===== config.mk =====
export PLATFORM = sky130hd
export DESIGN_NAME = fetch_sequencer
export DESIGN_NICKNAME = d
export VERILOG_FILES = /design/src/rtl/fetch_sequencer.sv
export SDC_FILE = /design/constraint.sdc
export NUM_CORES = 1
export LEC_CHECK = 0
export CAP_MARGIN = 20
export CORE_MARGIN = 8
export CORE_UTILIZATION = 30
export DETAILED_ROUTE_END_ITERATION = 7
export GPL_ROUTABILITY_DRIVEN = 0
export PLACE_DENSITY = 0.63
export SETUP_SLACK_MARGIN = 0.05
export SYNTH_ARGS = -nofsm -noshare
export SYNTH_HDL_FRONTEND = slang
export SYNTH_SLANG_ARGS = --single-unit

===== constraint.sdc =====
create_clock -name clk -period 1.88 [get_ports clk]
set_input_delay 0.188 -clock clk [delete_from_list [all_inputs] [get_ports clk]]
set_output_delay 0.188 -clock clk [all_outputs]
set_load 0.005 [all_outputs]

===== src/rtl/fetch_sequencer.sv =====
// Fetch controller for the 4-bit computer: sequences opcode/arg/RAM reads
// through the ROM/RAM mux and issues instructions to execute via valid/ready.
// Optional build macro: FETCH_SEQ_JUMP_EN (JMP_OP redirects the PC and is never issued).
module fetch_sequencer #(
    parameter int                ADDR_W  = 4,
    parameter int                DATA_W  = 4,
    parameter logic [DATA_W-1:0] HALT_OP = 4'hF,
    parameter logic [DATA_W-1:0] JMP_OP  = 4'h7
) (
    input  logic              clk,
    input  logic              rst,
    input  logic              run,
    output logic              mux_sel,
    output logic              mux_en,
    input  logic [DATA_W-1:0] mux_data,
    output logic [ADDR_W-1:0] rom_addr,
    output logic [ADDR_W-1:0] ram_addr,
    output logic [DATA_W-1:0] instr,
    output logic [DATA_W-1:0] operand,
    output logic              exec_valid,
    input  logic              exec_ready,
    output logic              halted
);

`ifdef FETCH_SEQ_JUMP_EN
    localparam logic JUMP_EN = 1'b1;
`else
    localparam logic JUMP_EN = 1'b0;
`endif

    typedef enum logic [2:0] {
        S_IDLE      = 3'd0,
        S_FETCH_OP  = 3'd1,
        S_FETCH_ARG = 3'd2,
        S_FETCH_RAM = 3'd3,
        S_ISSUE     = 3'd4,
        S_HALT      = 3'd5
    } state_t;

    state_t            state_q, state_d;
    logic [ADDR_W-1:0] pc_q, pc_d;
    logic [ADDR_W-1:0] ram_addr_q, ram_addr_d;
    logic [DATA_W-1:0] instr_q, instr_d;
    logic [DATA_W-1:0] operand_q, operand_d;
    logic              exec_valid_q;
    logic              halted_q;
    logic              jmp_hit;
    logic              accept;

    assign jmp_hit = JUMP_EN && (instr_q == JMP_OP);
    assign accept  = exec_ready;

    // State, datapath and Moore flag registers
    always_ff @(posedge clk or posedge rst) begin
        if (rst) begin
            state_q      <= S_IDLE;
            pc_q         <= '0;
            ram_addr_q   <= '0;
            instr_q      <= '0;
            operand_q    <= '0;
            exec_valid_q <= 1'b0;
            halted_q     <= 1'b0;
        end else begin
            state_q      <= state_d;
            pc_q         <= pc_d;
            ram_addr_q   <= ram_addr_d;
            instr_q      <= instr_d;
            operand_q    <= operand_d;
            exec_valid_q <= (state_d == S_ISSUE);
            halted_q     <= (state_d == S_HALT);
        end
    end

    // Next state and the captures performed in each fetch step
    always_comb begin
        state_d    = state_q;
        pc_d       = pc_q;
        ram_addr_d = ram_addr_q;
        instr_d    = instr_q;
        operand_d  = operand_q;
        unique case (state_q)
            S_IDLE: begin
                if (run) state_d = S_FETCH_OP;
            end
            S_FETCH_OP: begin
                instr_d = mux_data;
                pc_d    = pc_q + ADDR_W'(1);
                state_d = S_FETCH_ARG;
            end
            S_FETCH_ARG: begin
                if (jmp_hit) begin
                    pc_d    = ADDR_W'(mux_data);
                    state_d = run ? S_FETCH_OP : S_IDLE;
                end else if (instr_q[DATA_W-1]) begin
                    pc_d       = pc_q + ADDR_W'(1);
                    ram_addr_d = ADDR_W'(mux_data);
                    state_d    = S_FETCH_RAM;
                end else begin
                    pc_d      = pc_q + ADDR_W'(1);
                    operand_d = mux_data;
                    state_d   = S_ISSUE;
                end
            end
            S_FETCH_RAM: begin
                operand_d = mux_data;
                state_d   = S_ISSUE;
            end
            S_ISSUE: begin
                if (accept) begin
                    if (instr_q == HALT_OP) state_d = S_HALT;
                    else if (run)           state_d = S_FETCH_OP;
                    else                    state_d = S_IDLE;
                end
            end
            S_HALT: begin
                state_d = S_HALT;
            end
            default: begin
                state_d = S_IDLE;
            end
        endcase
    end

    // Mux control decoded from the current state
    always_comb begin
        mux_en  = 1'b0;
        mux_sel = 1'b0;
        unique case (state_q)
            S_FETCH_OP:  mux_en = 1'b1;
            S_FETCH_ARG: mux_en = 1'b1;
            S_FETCH_RAM: begin
                mux_en  = 1'b1;
                mux_sel = 1'b1;
            end
            default: begin
                mux_en  = 1'b0;
                mux_sel = 1'b0;
            end
        endcase
    end

    assign rom_addr   = pc_q;
    assign ram_addr   = ram_addr_q;
    assign instr      = instr_q;
    assign operand    = operand_q;
    assign exec_valid = exec_valid_q;
    assign halted     = halted_q;

endmodule

---- Yosys cells after proc, flatten, opt, wreduce, memory -nomap -nowiden ----
Index checks and enable logic that the tools add are counted.
cells by class
  add/sub/neg operators ................... 1
  eq/ne operators ......................... 9
  muxes and demuxes ....................... 10
  reduce and logical (&&, ||, !) cells .... 6
operators by type and width
  operator             number
  $pmux 3 s6           1
  $eq 3x3->1 const B   4
  $mux 3               4
  $pmux 4 s2           1
  $eq 3x2->1 const B   2
  $add 4x1->4 const B  1
  $eq 4x4->1 const B   1
  $mux 4               1
  $reduce_and 2->1     2
  $eq 3x1->1 const B   1
  $logic_not 3->1      1
  $mux 1               3
  $reduce_or 3->1      1
  $ne 2x2->1 const B   1
  $reduce_bool 2->1    1
  $reduce_or 2->1      1
storage, ports and cells
  bits in registers ....................... 21
  bits of input ports ..................... 8
  output and inout bits ................... 20
  word-level logic and storage cells ...... 33

---- Longest topological paths before layout ----
  word-level depth ........................ 5
  depth in mapped cells ................... 4
  gate-level depth less buffers ........... 3

---- Worst setup path after synthesis ----
OpenSTA, ideal clock, no wires.
  path type ............................... reg2reg
  start point ............................. reg state_q[2]
  end point ............................... reg ram_addr_q[0] (netlist: ram_addr[0])
  setup time .............................. 128 ps
  arrival time ............................ 1184 ps
  data required time ...................... 1752 ps
  slack ................................... 568 ps
  cell stages (with the launch flop) ...... 4
  cell sequence ........................... dfrtp_1 buf_4 and4bb_4 mux2_1
on the way
  word-level cells in the longest chain between the ends .. 2
ends and longest elaborated chain
  item                        line  source
  from (decl)                 40    state_t state_q, state_d;
  from (signal assigned)      64    state_q <= state_d;
  $eq 3x2->1                  81    unique case (state_q)
  $reduce_and 2->1 (no line)  --
  to (signal assigned)        66    ram_addr_q <= ram_addr_d;
  to (decl)                   42    logic [ADDR_W-1:0] ram_addr_q, ram_addr_d;
Every way passes these cells.
A chain may end at the register's enable or synchronous reset.

---- Final worst setup path ----
  start point ............................. reg state_q[2]
  end point ............................... out mux_en
on the way
  word-level cells in the longest chain between the ends .. 3
  elaborated cells between the ends (all ways) .. 5
  those cells by class .................... 3 x eq/ne; 1 x mux; 1 x reduce/logical
ends and longest elaborated chain
  item                                      line  source
  $eq 3x2->1 or $eq 3x1->1 (tied branches)  128   unique case (state_q)
  $reduce_or 3->1 (no line) (*)             --
  $mux 1 (*)                                128
  to (decl)                                 14    output logic mux_en,
Every way passes the cells marked *; elsewhere a longest branch is shown, timed or not.

==> results.yml <==
logic_synthesis:
  synthMuxAreaShare_pct: 15.7
  syn_area_sq_um: 935
  netlist.area_leader.share_pct: 56.2
  synth.distinct_cells: 26
  synth_xor_area_share_pct: 4.55
  yosys_register_bits: 21
  syn_avg_cell_area_sq_um: 13.2
  synth-simple-area-share_pct: 18.1
  synth_top_family_by_area: "simple AND/OR/NAND/NOR gates"
  yosys_warnings: 0
  seq_area_frac_synth_pct: 56.2
  netlist_instances: 71
  synth_compound_area_share_pct: 2.41
  syn-num-nets: 80
  synth_top_area_cell: "dfrtp_1"
  synth_area_leaders: "dfrtp_1 56%, mux2_2 9.6%, mux2_1 6.0%"
  synthAdderAreaFrac_pct: 1.34
clock_tree:
  cts_sinks: 21
  cts_buffer_depth: 2
  cts_buffers: 3
  root_buffer: "clkbuf_4"
  tritoncts: "built"
  clk_latency_ns: 0.30
  clkTransAtPathRegs_ns: 0.11
  cts_max_level: 1
die:
  initial_core_util_pct: 31.1
  die_h_um: 71.8
  die_width_um: 71.8
  floorplan.die_area_sq_um: 5160
  coreArea_sq_um: 3000
  row_count: 20
  pin_count: 28
critical_path:
  cp-startpoint: "state_q[2]"
  r2r_start: "state_q[2]"
  cp_slowest_cell: "clkdlybuf4s50_1"
  r2r_setup_slack_ns: 0.48
  worst_setup_path_end_kind: "output port"
  crit_type: "register to output port"
  required_ns: 1.69
  worstPathArrival_ns: 1.49
  crit_chain: "buf_4 > nor2_1 > clkdlybuf4s50_1"
  critPathCapture: "mux_en"
  cp_max_fo: 7
  reg2reg_depth: 3
  r2r-end: "ram_addr[0]"
  critical_path.max_stage_delay_ns: 0.51
  startpoint_type: "register"
final_layout:
  syn2layout_area_growth_pct: 38.0
  drive_gt1_share_pct: 24.3
  finalNetCount: 113
  n_antenna_cell: 0
  fillers: 298
  final_cell_area_sq_um: 1290
  post-route-util_pct: 43.0
placed_design:
  numPortBuffers: 27
  dpl.hpwl_um: 1500
  placed_cell_area_sq_um: 1250
global_routing:
  gr-total-overflow: 0
  track_usage_pct: 7.77
  grt_max_degree: 22
  antenna_found_initial: 0
  grt_pass1_vias: 699
  grt_pass1_wl_um: 3110
sta:
  maxSlewHeadroom_pct: 82.4
  skew_ns: 0.00415
  slew_viol_final: 0
  tns_ns: 0
  worstMarginPinSlew_ns: 0.264
  setup_viol: 0
  fin_crit_ns: 1.68
  fin_crit_sh_pct: 89.3
  max_freq_ghz: 0.596
  rsz0062_at_grt: "false"
  finalHoldViolCount: 0
route:
  via_per_inst: 4.71
  drt_wl_total_um: 1930
  via_count: 641
  dr.pass1.iters: 3
  drtIter0Drc: 9
  avgRoutedWirePerCell_um: 14.2
  drc: 0
  drtAntennaViolNets: 0
pwr:
  vdd_ir_drop_max_mv: 0.483
  leakagePower_nw: 0.625
  power.density_nw_per_um2: 543
flow_run:
  drv_cap: 0
outcome:
  run_status: "complete, no violations"
min_path:
  hp-class: "input pin to async pin"
==> cell families after synthesis <==
logic type | count (synthesis)
and+or+nand+nor | 25
xor gates and xnor gates | 4
buffers and inverters | 3
adders and majority gates | 1
AOI/OAI and AO/OA | 4
muxes | 13
DFF | 21
==> synth_stat cells, drive strengths merged <==
| library cell | number |
|---|---|
| nor3b | 2 |
| and2b | 2 |
| a21oi | 2 |
| and2 | 2 |
| mux2 | 13 |
| buf | 2 |
| o31ai | 1 |
| nor3 | 1 |
| dfrtp | 21 |
| nand2b | 4 |
| nor2 | 4 |
| nand3 | 4 |
| and4bb | 1 |
| nand3b | 1 |
| nand2 | 3 |
| xnor2 | 1 |
| inv | 1 |
| o21ai | 1 |
| xor2 | 3 |
| ha | 1 |
| and4 | 1 |
==> cell type report <==
cell class	count	area (sq um)	share of cell area, %
tap	33	41.3	3.20
sequential	21	529	41.0
clock buffer	3	22.5	1.75
inverter	1	3.75	0.291
multi-input combinational	47	393	30.5
clock inverter	1	5.00	0.388
timing repair buffer	30	295	22.9
==> power by group <==
part / total [mW] / switching (mW) / internal [mW] / leakage, nW
registers: 0.453 / 0.000532 / 0.453 / 0.273
clock network: 0.216 / 0.136 / 0.0794 / 0.0177
logic: 0.0321 / 0.0142 / 0.0179 / 0.334
==> metal layers <==
| layer | track usage, % | up-vias | part of all wire [%] |
|---|---|---|---|
| li1 | - | 307 | - |
| met1 | 7.93 | 308 | 42 |
| met2 | 12.7 | 26 | 45 |
| met3 | 6.14 | 0 | 13 |
| met4 | 0.680 | 0 | 0 |
| met5 | 0 | - | 0 |
==> sequential cells by signal (all words and copies together), names as in the netlist <==
| name | flops |
|---|---|
| ram_addr | 4 |
| instr | 4 |
| halted | 1 |
| state_q | 3 |
| operand | 4 |
| rom_addr | 4 |
| exec_valid | 1 |
==> worst max-delay path, delay by kind of cell (launching register included) <==
family / cells / cell delay, ns
buf+inv: 2 / 0.67
flops: 1 / 0.43
simple gates: 1 / 0.10
==> through the flow <==
stage | std cells | hold slack (ns) | power (mW) | setup slack (ns)
after detailed placement | 131 | 0.472 | 0.495 | 0.382
after global placement | 131 | 0.458 | 0.495 | 0.412
final | 136 | 0.199 | 0.701 | 0.201
after global routing | 136 | 0.227 | 0.734 | 0.113
after floorplan | 71 | 0.165 | 0.471 | 0.568
after CTS | 136 | 0.204 | 0.712 | 0.0821
==> timing repair <==
item,CTS,global route
gates cloned,0,0
buffers inserted,1,0
endpoints found under the setup margin,1,2
gates resized for setup,2,2
hold buffers,0,0
==> worst min-delay path by stage <==
stage,start,end,slack [ns],cells after the start
2_1_floorplan,rst,exec_valid,0.16,1
3_3_place_gp,rom_addr[3],rom_addr[3],0.46,1
3_5_place_dp,rom_addr[3],rom_addr[3],0.47,1
4_1_cts,rst,rom_addr[3],0.20,3
5_1_grt,rst,state_q[1],0.23,3
6_report,rst,rom_addr[3],0.20,3
==> layout by cell type (no fill, tap or decap) <==
cell / n
and2_1: 1
inv_1: 1
clkdlybuf4s50_1: 26
xor2_1: 3
and2b_1: 2
dlymetal6s2s_1: 1
nand2b_1: 4
nor2_2: 2
nor3_2: 1
nor2_1: 2
clkbuf_4: 3
ha_1: 1
nor3b_2: 1
clkinv_2: 1
nand2_1: 3
a21oi_1: 2
nand3_1: 4
dfrtp_1: 18
and4bb_4: 1
o21ai_0: 1
o31ai_1: 1
nor3b_1: 1
buf_4: 3
dfrtp_2: 3
xnor2_2: 1
and4_1: 1
and2_4: 1
mux2_2: 8
mux2_1: 5
nand3b_1: 1
Power figures use the tool's default switching activity.
